## config.mk

```make
export PLATFORM = sky130hd
export DESIGN_NAME = apb_mem_slave_flat
export DESIGN_NICKNAME = d
export VERILOG_FILES = /design/src/rtl/apb_pkg.sv /design/src/rtl/apb_mem_slave_if.sv /design/src/rtl/apb_mem_array.sv /design/src/rtl/apb_mem_slave.sv /design/src/flat_wrapper.sv
export SDC_FILE = /design/constraint.sdc
export NUM_CORES = 1
export LEC_CHECK = 0
export BUFFER_PORTS_ARGS = -buffer_cell sky130_fd_sc_hd__buf_2
export CORE_ASPECT_RATIO = 0.5
export CORE_MARGIN = 2
export CORE_UTILIZATION = 50
export CTS_CLUSTER_DIAMETER = 200
export DETAILED_ROUTE_END_ITERATION = 7
export GPL_ROUTABILITY_DRIVEN = 0
export GPL_TIMING_DRIVEN = 0
export PLACE_DENSITY = 0.67
export REMOVE_ABC_BUFFERS = 1
export SYNTH_ARGS = -nofsm -noshare
export SYNTH_HDL_FRONTEND = slang
export SYNTH_HIERARCHICAL = 1
export SYNTH_SLANG_ARGS = --single-unit
```

## constraint.sdc

```tcl
create_clock -name P_clk -period 2.55 [get_ports P_clk]
set_clock_uncertainty 0.2 [all_clocks]
set_input_delay 0.1275 -clock P_clk [delete_from_list [all_inputs] [get_ports P_clk]]
set_output_delay 0.1275 -clock P_clk [all_outputs]
set_load 0.01 [all_outputs]
```

## src/rtl/apb_pkg.sv

```systemverilog
`default_nettype none
// ============================================================================
// Module  : apb_pkg
// Brief   : Shared APB phase encoding and default geometry for apb_mem_slave.
// Revision: 1.0
// ============================================================================
package apb_pkg;

    typedef enum logic [1:0] {
        IDLE   = 2'd0,
        SETUP  = 2'd1,
        ACCESS = 2'd2
    } apb_state_e;

    localparam int C_DATA_WIDTH = 32;
    localparam int C_ADDR_WIDTH = 32;
    localparam int C_MEM_DEPTH  = 32;

endpackage : apb_pkg
`default_nettype wire

```

## src/rtl/apb_mem_slave_if.sv

```systemverilog
`default_nettype none
// ============================================================================
// Module  : apb_mem_slave_if
// Brief   : APB bus bundle with master/slave views.
// Revision: 1.0
// ============================================================================
interface apb_mem_slave_if
    import apb_pkg::*;
#(
    parameter int ADDR_WIDTH = C_ADDR_WIDTH,
    parameter int DATA_WIDTH = C_DATA_WIDTH
);
    logic [ADDR_WIDTH-1:0] P_addr;
    logic                  P_selx;
    logic                  P_enable;
    logic                  P_write;
    logic [DATA_WIDTH-1:0] P_wdata;
    logic                  P_ready;
    logic                  P_slverr;
    logic [DATA_WIDTH-1:0] P_rdata;

    modport master (
        output P_addr, P_selx, P_enable, P_write, P_wdata,
        input  P_ready, P_slverr, P_rdata
    );

    modport slave (
        input  P_addr, P_selx, P_enable, P_write, P_wdata,
        output P_ready, P_slverr, P_rdata
    );

endinterface : apb_mem_slave_if
`default_nettype wire

```

## src/rtl/apb_mem_array.sv

```systemverilog
`default_nettype none
// ============================================================================
// Module  : apb_mem_array
// Brief   : MEM_DEPTH x DATA_WIDTH register memory, sync write, registered read.
// Revision: 1.0
// ============================================================================
module apb_mem_array
    import apb_pkg::*;
#(
    parameter int DATA_WIDTH = C_DATA_WIDTH,
    parameter int MEM_DEPTH  = C_MEM_DEPTH,
    parameter int IDX_W      = $clog2(MEM_DEPTH)
) (
    input  wire logic                  clk,
    input  wire logic                  rst,
    input  wire logic                  i_wr_en,
    input  wire logic                  i_rd_en,
    input  wire logic                  i_rd_zero,
    input  wire logic [IDX_W-1:0]      i_idx,
    input  wire logic [DATA_WIDTH-1:0] i_wdata,
    output      logic [DATA_WIDTH-1:0] o_rdata
);

    logic [DATA_WIDTH-1:0] r_mem_q [MEM_DEPTH];
    logic [DATA_WIDTH-1:0] r_rdata_q;
    logic [DATA_WIDTH-1:0] w_rdata_d;

    // Read data only moves on a read commit; an out-of-range read returns zero.
    always_comb begin
        w_rdata_d = r_rdata_q;
        if (i_rd_en) begin
            w_rdata_d = i_rd_zero ? '0 : r_mem_q[i_idx];
        end
    end

    always_ff @(posedge clk) begin
        if (rst) begin
            for (int i = 0; i < MEM_DEPTH; i++) begin
                r_mem_q[i] <= '0;
            end
            r_rdata_q <= '0;
        end else begin
            if (i_wr_en) begin
                r_mem_q[i_idx] <= i_wdata;
            end
            r_rdata_q <= w_rdata_d;
        end
    end

    assign o_rdata = r_rdata_q;

endmodule : apb_mem_array
`default_nettype wire

```

## src/rtl/apb_mem_slave.sv

```systemverilog
`default_nettype none
// ============================================================================
// Module  : apb_mem_slave
// Brief   : Zero-wait-state APB slave with phase-tracking FSM over a word memory.
// Revision: 1.0
// ============================================================================
module apb_mem_slave
    import apb_pkg::*;
#(
    parameter int DATA_WIDTH = C_DATA_WIDTH,
    parameter int ADDR_WIDTH = C_ADDR_WIDTH,
    parameter int MEM_DEPTH  = C_MEM_DEPTH
) (
    input wire logic         P_clk,
    input wire logic         P_rst,
    apb_mem_slave_if.slave   bus
);

    localparam int                    C_IDX_W    = $clog2(MEM_DEPTH);
    localparam logic [ADDR_WIDTH-1:0] C_DEPTH    = ADDR_WIDTH'(MEM_DEPTH);
    localparam logic [1:0]            C_ST_IDLE   = IDLE;
    localparam logic [1:0]            C_ST_SETUP  = SETUP;
    localparam logic [1:0]            C_ST_ACCESS = ACCESS;

    logic [1:0] r_state_q;
    logic [1:0] w_state_d;
    logic       w_setup;
    logic       w_access;
    logic       w_valid;
    logic       w_oor;

    assign w_setup  = bus.P_selx & ~bus.P_enable;
    assign w_access = bus.P_selx &  bus.P_enable;
    // Only an ACCESS immediately after SETUP is a transfer; a held P_enable
    // leaves the state in ACCESS so it can never complete twice.
    assign w_valid  = w_access & (r_state_q == C_ST_SETUP) & ~P_rst;
    assign w_oor    = (bus.P_addr >= C_DEPTH);

    always_comb begin
        w_state_d = C_ST_IDLE;
        if (w_setup) begin
            w_state_d = C_ST_SETUP;
        end else if (w_access) begin
            w_state_d = C_ST_ACCESS;
        end
    end

    always_ff @(posedge P_clk) begin
        if (P_rst) begin
            r_state_q <= C_ST_IDLE;
        end else begin
            r_state_q <= w_state_d;
        end
    end

    assign bus.P_ready  = w_valid;
    assign bus.P_slverr = w_valid & w_oor;

    apb_mem_array #(
        .DATA_WIDTH (DATA_WIDTH),
        .MEM_DEPTH  (MEM_DEPTH),
        .IDX_W      (C_IDX_W)
    ) u_mem (
        .clk       (P_clk),
        .rst       (P_rst),
        .i_wr_en   (w_valid &  bus.P_write & ~w_oor),
        .i_rd_en   (w_valid & ~bus.P_write),
        .i_rd_zero (w_oor),
        .i_idx     (bus.P_addr[C_IDX_W-1:0]),
        .i_wdata   (bus.P_wdata),
        .o_rdata   (bus.P_rdata)
    );

endmodule : apb_mem_slave
`default_nettype wire

```

## src/flat_wrapper.sv

```systemverilog
// flat-port wrapper written by rule: the top's interface ports become plain ports
module apb_mem_slave_flat import apb_pkg::*;
#(
    parameter int DATA_WIDTH = C_DATA_WIDTH,
    parameter int ADDR_WIDTH = C_ADDR_WIDTH,
    parameter int MEM_DEPTH  = C_MEM_DEPTH
)
  (P_clk, P_rst, bus_P_addr, bus_P_selx, bus_P_enable, bus_P_write, bus_P_wdata, bus_P_ready, bus_P_slverr, bus_P_rdata);
  apb_mem_slave_if #(.ADDR_WIDTH(ADDR_WIDTH), .DATA_WIDTH(DATA_WIDTH)) bus_i ();
  input wire logic P_clk;
  input wire logic P_rst;
  input wire logic [$bits(bus_i.P_addr)-1:0] bus_P_addr;
  input wire logic [$bits(bus_i.P_selx)-1:0] bus_P_selx;
  input wire logic [$bits(bus_i.P_enable)-1:0] bus_P_enable;
  input wire logic [$bits(bus_i.P_write)-1:0] bus_P_write;
  input wire logic [$bits(bus_i.P_wdata)-1:0] bus_P_wdata;
  output wire logic [$bits(bus_i.P_ready)-1:0] bus_P_ready;
  output wire logic [$bits(bus_i.P_slverr)-1:0] bus_P_slverr;
  output wire logic [$bits(bus_i.P_rdata)-1:0] bus_P_rdata;
  assign bus_i.P_addr = bus_P_addr;
  assign bus_i.P_selx = bus_P_selx;
  assign bus_i.P_enable = bus_P_enable;
  assign bus_i.P_write = bus_P_write;
  assign bus_i.P_wdata = bus_P_wdata;
  assign bus_P_ready = bus_i.P_ready;
  assign bus_P_slverr = bus_i.P_slverr;
  assign bus_P_rdata = bus_i.P_rdata;
  apb_mem_slave #(.DATA_WIDTH(DATA_WIDTH), .ADDR_WIDTH(ADDR_WIDTH), .MEM_DEPTH(MEM_DEPTH)) u_core (.P_clk(P_clk), .P_rst(P_rst), .bus(bus_i));
endmodule
```

Yosys cells after proc, flatten, opt, wreduce, memory -nomap -nowiden

Memory sizes are Yosys's and may differ from the RTL's.
Index checks and enable logic that the tools add are counted.
W data, S select, Z words.

Memories: 1
Register bits: 34
Output and inout port bits: 34
Bits in writable memories: 1024
Logic and storage cells: 31

$lt $le $gt $ge: 1
Reduce and logical (&&, ||, !) cells: 2
Mux-type cells: 11
Bitwise operators: 12
Equal/unequal tests: 1

Memories:

| name                 | depth | width | read ports | clocked after memory_dff | wr ports | line                | source |
|---|---|---|---|---|---|---|---|
| u_core.u_mem.r_mem_q | 32    | 32    | 1          | 0                        | 32       | apb_mem_array.sv:24 | `logic [DATA_WIDTH-1:0] r_mem_q [MEM_DEPTH];` |

Operators by type and width:

| operator              | number |
|---|---|
| $mux W32              | 2 |
| $ge A32 B6 Y1 const B | 1 |
| $reduce_or A32 Y1     | 1 |
| $and A1 B1 Y1         | 8 |
| $mux W1               | 7 |
| $mux W5               | 1 |
| $not A1 Y1            | 4 |
| $eq A2 B1 Y1 const B  | 1 |
| $mux W2               | 1 |
| $reduce_or A2 Y1      | 1 |

Longest topological paths before layout

Depth after elaboration: 10
Mapped depth: 9
Gate-level depth less buffers: 8

Cells and area by module

Netlist, hierarchy kept.

Modules (own cells, without submodules):

| module        | area an instance (µm²) | cells an instance | instances |
|---|---|---|---|
| apb_mem_array | 47620.7                | 3401              | 1 |
| apb_mem_slave | 153.9                  | 20                | 1 |

Least setup slack after synthesis

OpenSTA, ideal clock, no wires.

Kind: input port to flip-flop
Start: input port bus_P_addr[22]
End: memory u_core/u_mem/r_mem_q[24][0] (netlist name) (enable)
Setup slack: -0.109 ns
Buffers on the path: 1
Setup time: 0.375 ns
Stages: 8
Data arrival time: 2.085 ns
Required time: 1.975 ns
Cell sequence: nor4_1 -> and4_1 -> and4bb_2 -> nand2b_1 -> or3_1 -> buf_2 -> nor3_4 -> or2_2

RTL lines:

| what            | line                | source |
|---|---|---|
| start, declared | flat_wrapper.sv:12  | `input wire logic [$bits(bus_i.P_addr)-1:0] bus_P_addr;` |
| end, declared   | apb_mem_array.sv:24 |  |

Final worst setup path

Start: input port bus_P_addr[2]
End: register u_core.u_mem.r_rdata_q[23] (netlist: u_core/u_mem/o_rdata[23])

Cells in the longest elaborated chain, start to end: 2
Elaborated cells between the ends (all ways): 3
Those cells by class: 1 x order compare; 1 x mux; 1 x memory

Ends and longest elaborated chain:

| what                                             | line                | source |
|---|---|---|
| $ge A32 B6 Y1 or $mem_v2 Z32 W32 (tied branches) | n/a                 |  |
| $mux W32 (*)                                     | apb_mem_array.sv:32 | `w_rdata_d = i_rd_zero ? '0 : r_mem_q[i_idx];` |
| end signal, assigned                             | apb_mem_array.sv:46 | `r_rdata_q <= w_rdata_d;` |
| end, declared                                    | apb_mem_array.sv:25 | `logic [DATA_WIDTH-1:0] r_rdata_q;` |

Mark *: on every way between the ends. The rest lies on a longest branch, timed or not.
A chain may end at the register's enable or synchronous reset.

==> results.yml <==
routing:
  routedWlPerCell_um: 31.8
  initialDrtViolationCount: 5393
  viasPerCell: 6.34
  routed_wl_um: 161000
  drt_pass1_iterations: 6
  drc: 0
  postRouteAntennaNets: 0
  num_vias: 32100
worst_setup_path:
  rrSetupSlack_ns: -0.25
  endpoint: "u_core/u_mem/o_rdata[23]$_SDFFE_PP0P_"
  criticalPathCategory: "primary input to flop"
  timing.critical_path.required_ns: 2.90
  cp-end-kind: "flop"
  reg2reg_to: "u_core/u_mem/r_mem_q[4][19]$_SDFFCE_PN0P_"
  worst-path-max-fanout: 27
  crit_path_start: "bus_P_addr[2]"
  r2r_start: "u_core/r_state_q[1]$_SDFF_PP0_"
  cp_data_arrival_time_ns: 3.21
  cp-start-kind: "primary input"
  worstRegToRegCells: 10
synthesis:
  netlist_area_um2: 47800
  yosys.area.top_type: "edfxtp_1"
  synth-seq-cells: 1058
  synth_cells: 3421
  synthFlopType: "edfxtp_1"
  synth_warnings: 6
  synth_area_leaders: "edfxtp_1 (64%), and2_1 (13%), mux2i_1 (11%)"
  avgSynthCellArea_um2: 14.0
  ys_seq_area_share_pct: 65.8
  synth_async_sr_flop_share_pct: 0
  synth.top_cell.area_share_pct: 64.4
  synth_edf_count: 1024
  synth.distinct_cells: 42
power:
  p_leak_uw: 0.0231
  power_density_nw_per_um2: 623
  vdd_ir_drop_max_v: 0.000491
  power_uw: 36200
finish:
  nFillCells: 6565
  multi_input_area_um2: 16000
  regArea_um2: 31400
  fin_nets: 3771
  final_common_cell: "edfxtp_1"
  design_area_um2: 58100
  final_cell_mix: "edfxtp_1 (1024), and2_1 (1014), mux2i_1 (512), o22ai_1 (256), buf_12 (139)"
  drive_gt1_share_pct: 19.4
  syn_to_final_growth_pct: 21.7
floorplanning:
  fp-row-count: 80
  die_h_um: 223
  initial_core_util_pct: 50.3
  fp.dieArea_um2: 98200
  die_w_um: 441
  io_pins: 103
  core_um2: 95000
grt:
  grt_overflow: 0
  grt_pass1_wl_um: 220000
  busiest_layer: "met2"
  grt.met1_usage_pct: 44.1
  use_met3_pct: 9.31
  grt_max_degree: 86
  track_usage_pct: 31.7
  grt.met2_usage_pct: 45.9
  grt_pass1_vias: 30500
  antenna_found_initial: 10
timing:
  period_minus_slack_ns: 2.85
  setup_ws_ns: -0.301
  rsz0062_at_grt: "yes"
  worst_pin_slew_ns: 1.26
  maxSlewViolCount: 0
  finalCritPeriodShare_pct: 112
  finalHoldViolCount: 0
  setup_viol: 1371
  max_slew_margin_pct: 16.1
  clock.fmax_mhz: 351
run:
  drv_cap: 0
clocking:
  clockBufferDepth: 3
  clkLatencyLatePin_ns: 0.68
  path_clk_slew_ns: 0.07
  cts_tree: "yes"
  root_buffer: "clkbuf_16"
  htreeDepth: 3
  cts_buffers: 96
  cts.sink_count: 1058
placed_design:
  dp.final_hpwl_um: 69800
  placed_area_um2: 49300
  io_buffers: 102
status:
  status: "finished with violations"
  failed_checks: "negative setup slack"
min_path:
  min_path_type: "primary input to flop"
[worst max-delay path, cell delays in order]
cell and delay, ns:
buf_2 0.57, nand4bb_2 0.67, buf_16 0.24, o22ai_1 0.14, nor4_1 1.04, nand2_1 0.16
a22o_1 0.22
[logic make-up after synthesis]
| family | share of synthesized area (%) |
|---|---|
| DFF | 65.8 |
| and+or+nand+nor | 16.2 |
| muxes | 10.7 |
| buffers and inverters | 3.37 |
| AOI/OAI and AO/OA | 3.95 |
[routing by layer]
| layer | share of wire [%] | wire (um) |
|---|---|---|
| met1 | 38 | 61200 |
| met2 | 43 | 69500 |
| met3 | 14 | 22300 |
| met4 | 5.2 | 8320 |
| met5 | 0.064 | 104 |
[synth_stat cells, types with 8 or more instances]
| master | count |
|---|---|
| mux2i_1 | 512 |
| edfxtp_1 | 1024 |
| and2_1 | 1024 |
| buf_4 | 11 |
| nor4_1 | 70 |
| nor2_1 | 19 |
| buf_2 | 66 |
| o22ai_1 | 256 |
| a22o_1 | 32 |
| or2_2 | 32 |
| clkbuf_1 | 187 |
| nand2_1 | 35 |
| nor2_2 | 8 |
| dfxtp_1 | 34 |
| buf_6 | 28 |
| clkbuf_2 | 33 |
[power by group]
group	internal [uW]	switching, uW	total [uW]
combinational	995	1710	2710
sequential	19400	122	19500
clock	7530	6500	14000
total	27900	8330	36200
[cell type report]
| cell class | count | share of cell area (%) |
|---|---|---|
| timing repair buffer | 452 | 10.6 |
| multi-input combinational | 2092 | 27.4 |
| tap | 1271 | 2.74 |
| inverter | 2 | 0.0129 |
| clock inverter | 54 | 0.609 |
| antenna | 20 | 0.0861 |
| sequential | 1058 | 54.1 |
| clock buffer | 120 | 4.41 |
[per-stage QoR]
step	setup WS, ns	TNS [ns]	util [%]	hold WS (ns)	instances
floorplan	-0.995	-512.39	-	0.00258	3094
global placement	-17.22	-	50.8	0.102	4467
detailed placement	-2.30	-2634.96	51.9	0.111	4506
CTS	-0.126	-13.82	60.3	0.0613	5014
global route	-0.295	-173.73	61.2	0.122	5050
finish	-0.301	-109.84	61.2	0.0802	5069
[timing repair]
item                                    in CTS  in global routing
gates resized for setup                    165                 63
cloned                                      75                 10
endpoints found under the setup margin    2057               1532
hold buffers                                39                  0
buffers inserted                           220                 28
pin swaps                                   56                 16
endpoints found under the hold margin     1039                  0
[how the worst min path moves through the flow]
stage	cells past startpoint	endpoint	start
2_1_floorplan	1	u_core/r_state_q[0]$_SDFF_PP0_	bus_P_enable
3_3_place_gp	2	u_core/r_state_q[0]$_SDFF_PP0_	bus_P_enable
3_5_place_dp	2	u_core/r_state_q[0]$_SDFF_PP0_	bus_P_enable
4_1_cts	6	u_core/u_mem/o_rdata[26]$_SDFFE_PP0P_	bus_P_addr[1]
5_1_grt	6	u_core/u_mem/o_rdata[12]$_SDFFE_PP0P_	bus_P_addr[1]
6_report	6	u_core/u_mem/o_rdata[26]$_SDFFE_PP0P_	bus_P_addr[1]
[sequential cells by signal, indices dropped and copies added (netlist names)]
register	flops
u_core/r_state_q	2
u_core/u_mem/o_rdata	32
u_core/u_mem/r_mem_q	1024
No activity file was read; power rests on OpenSTA's default activity.
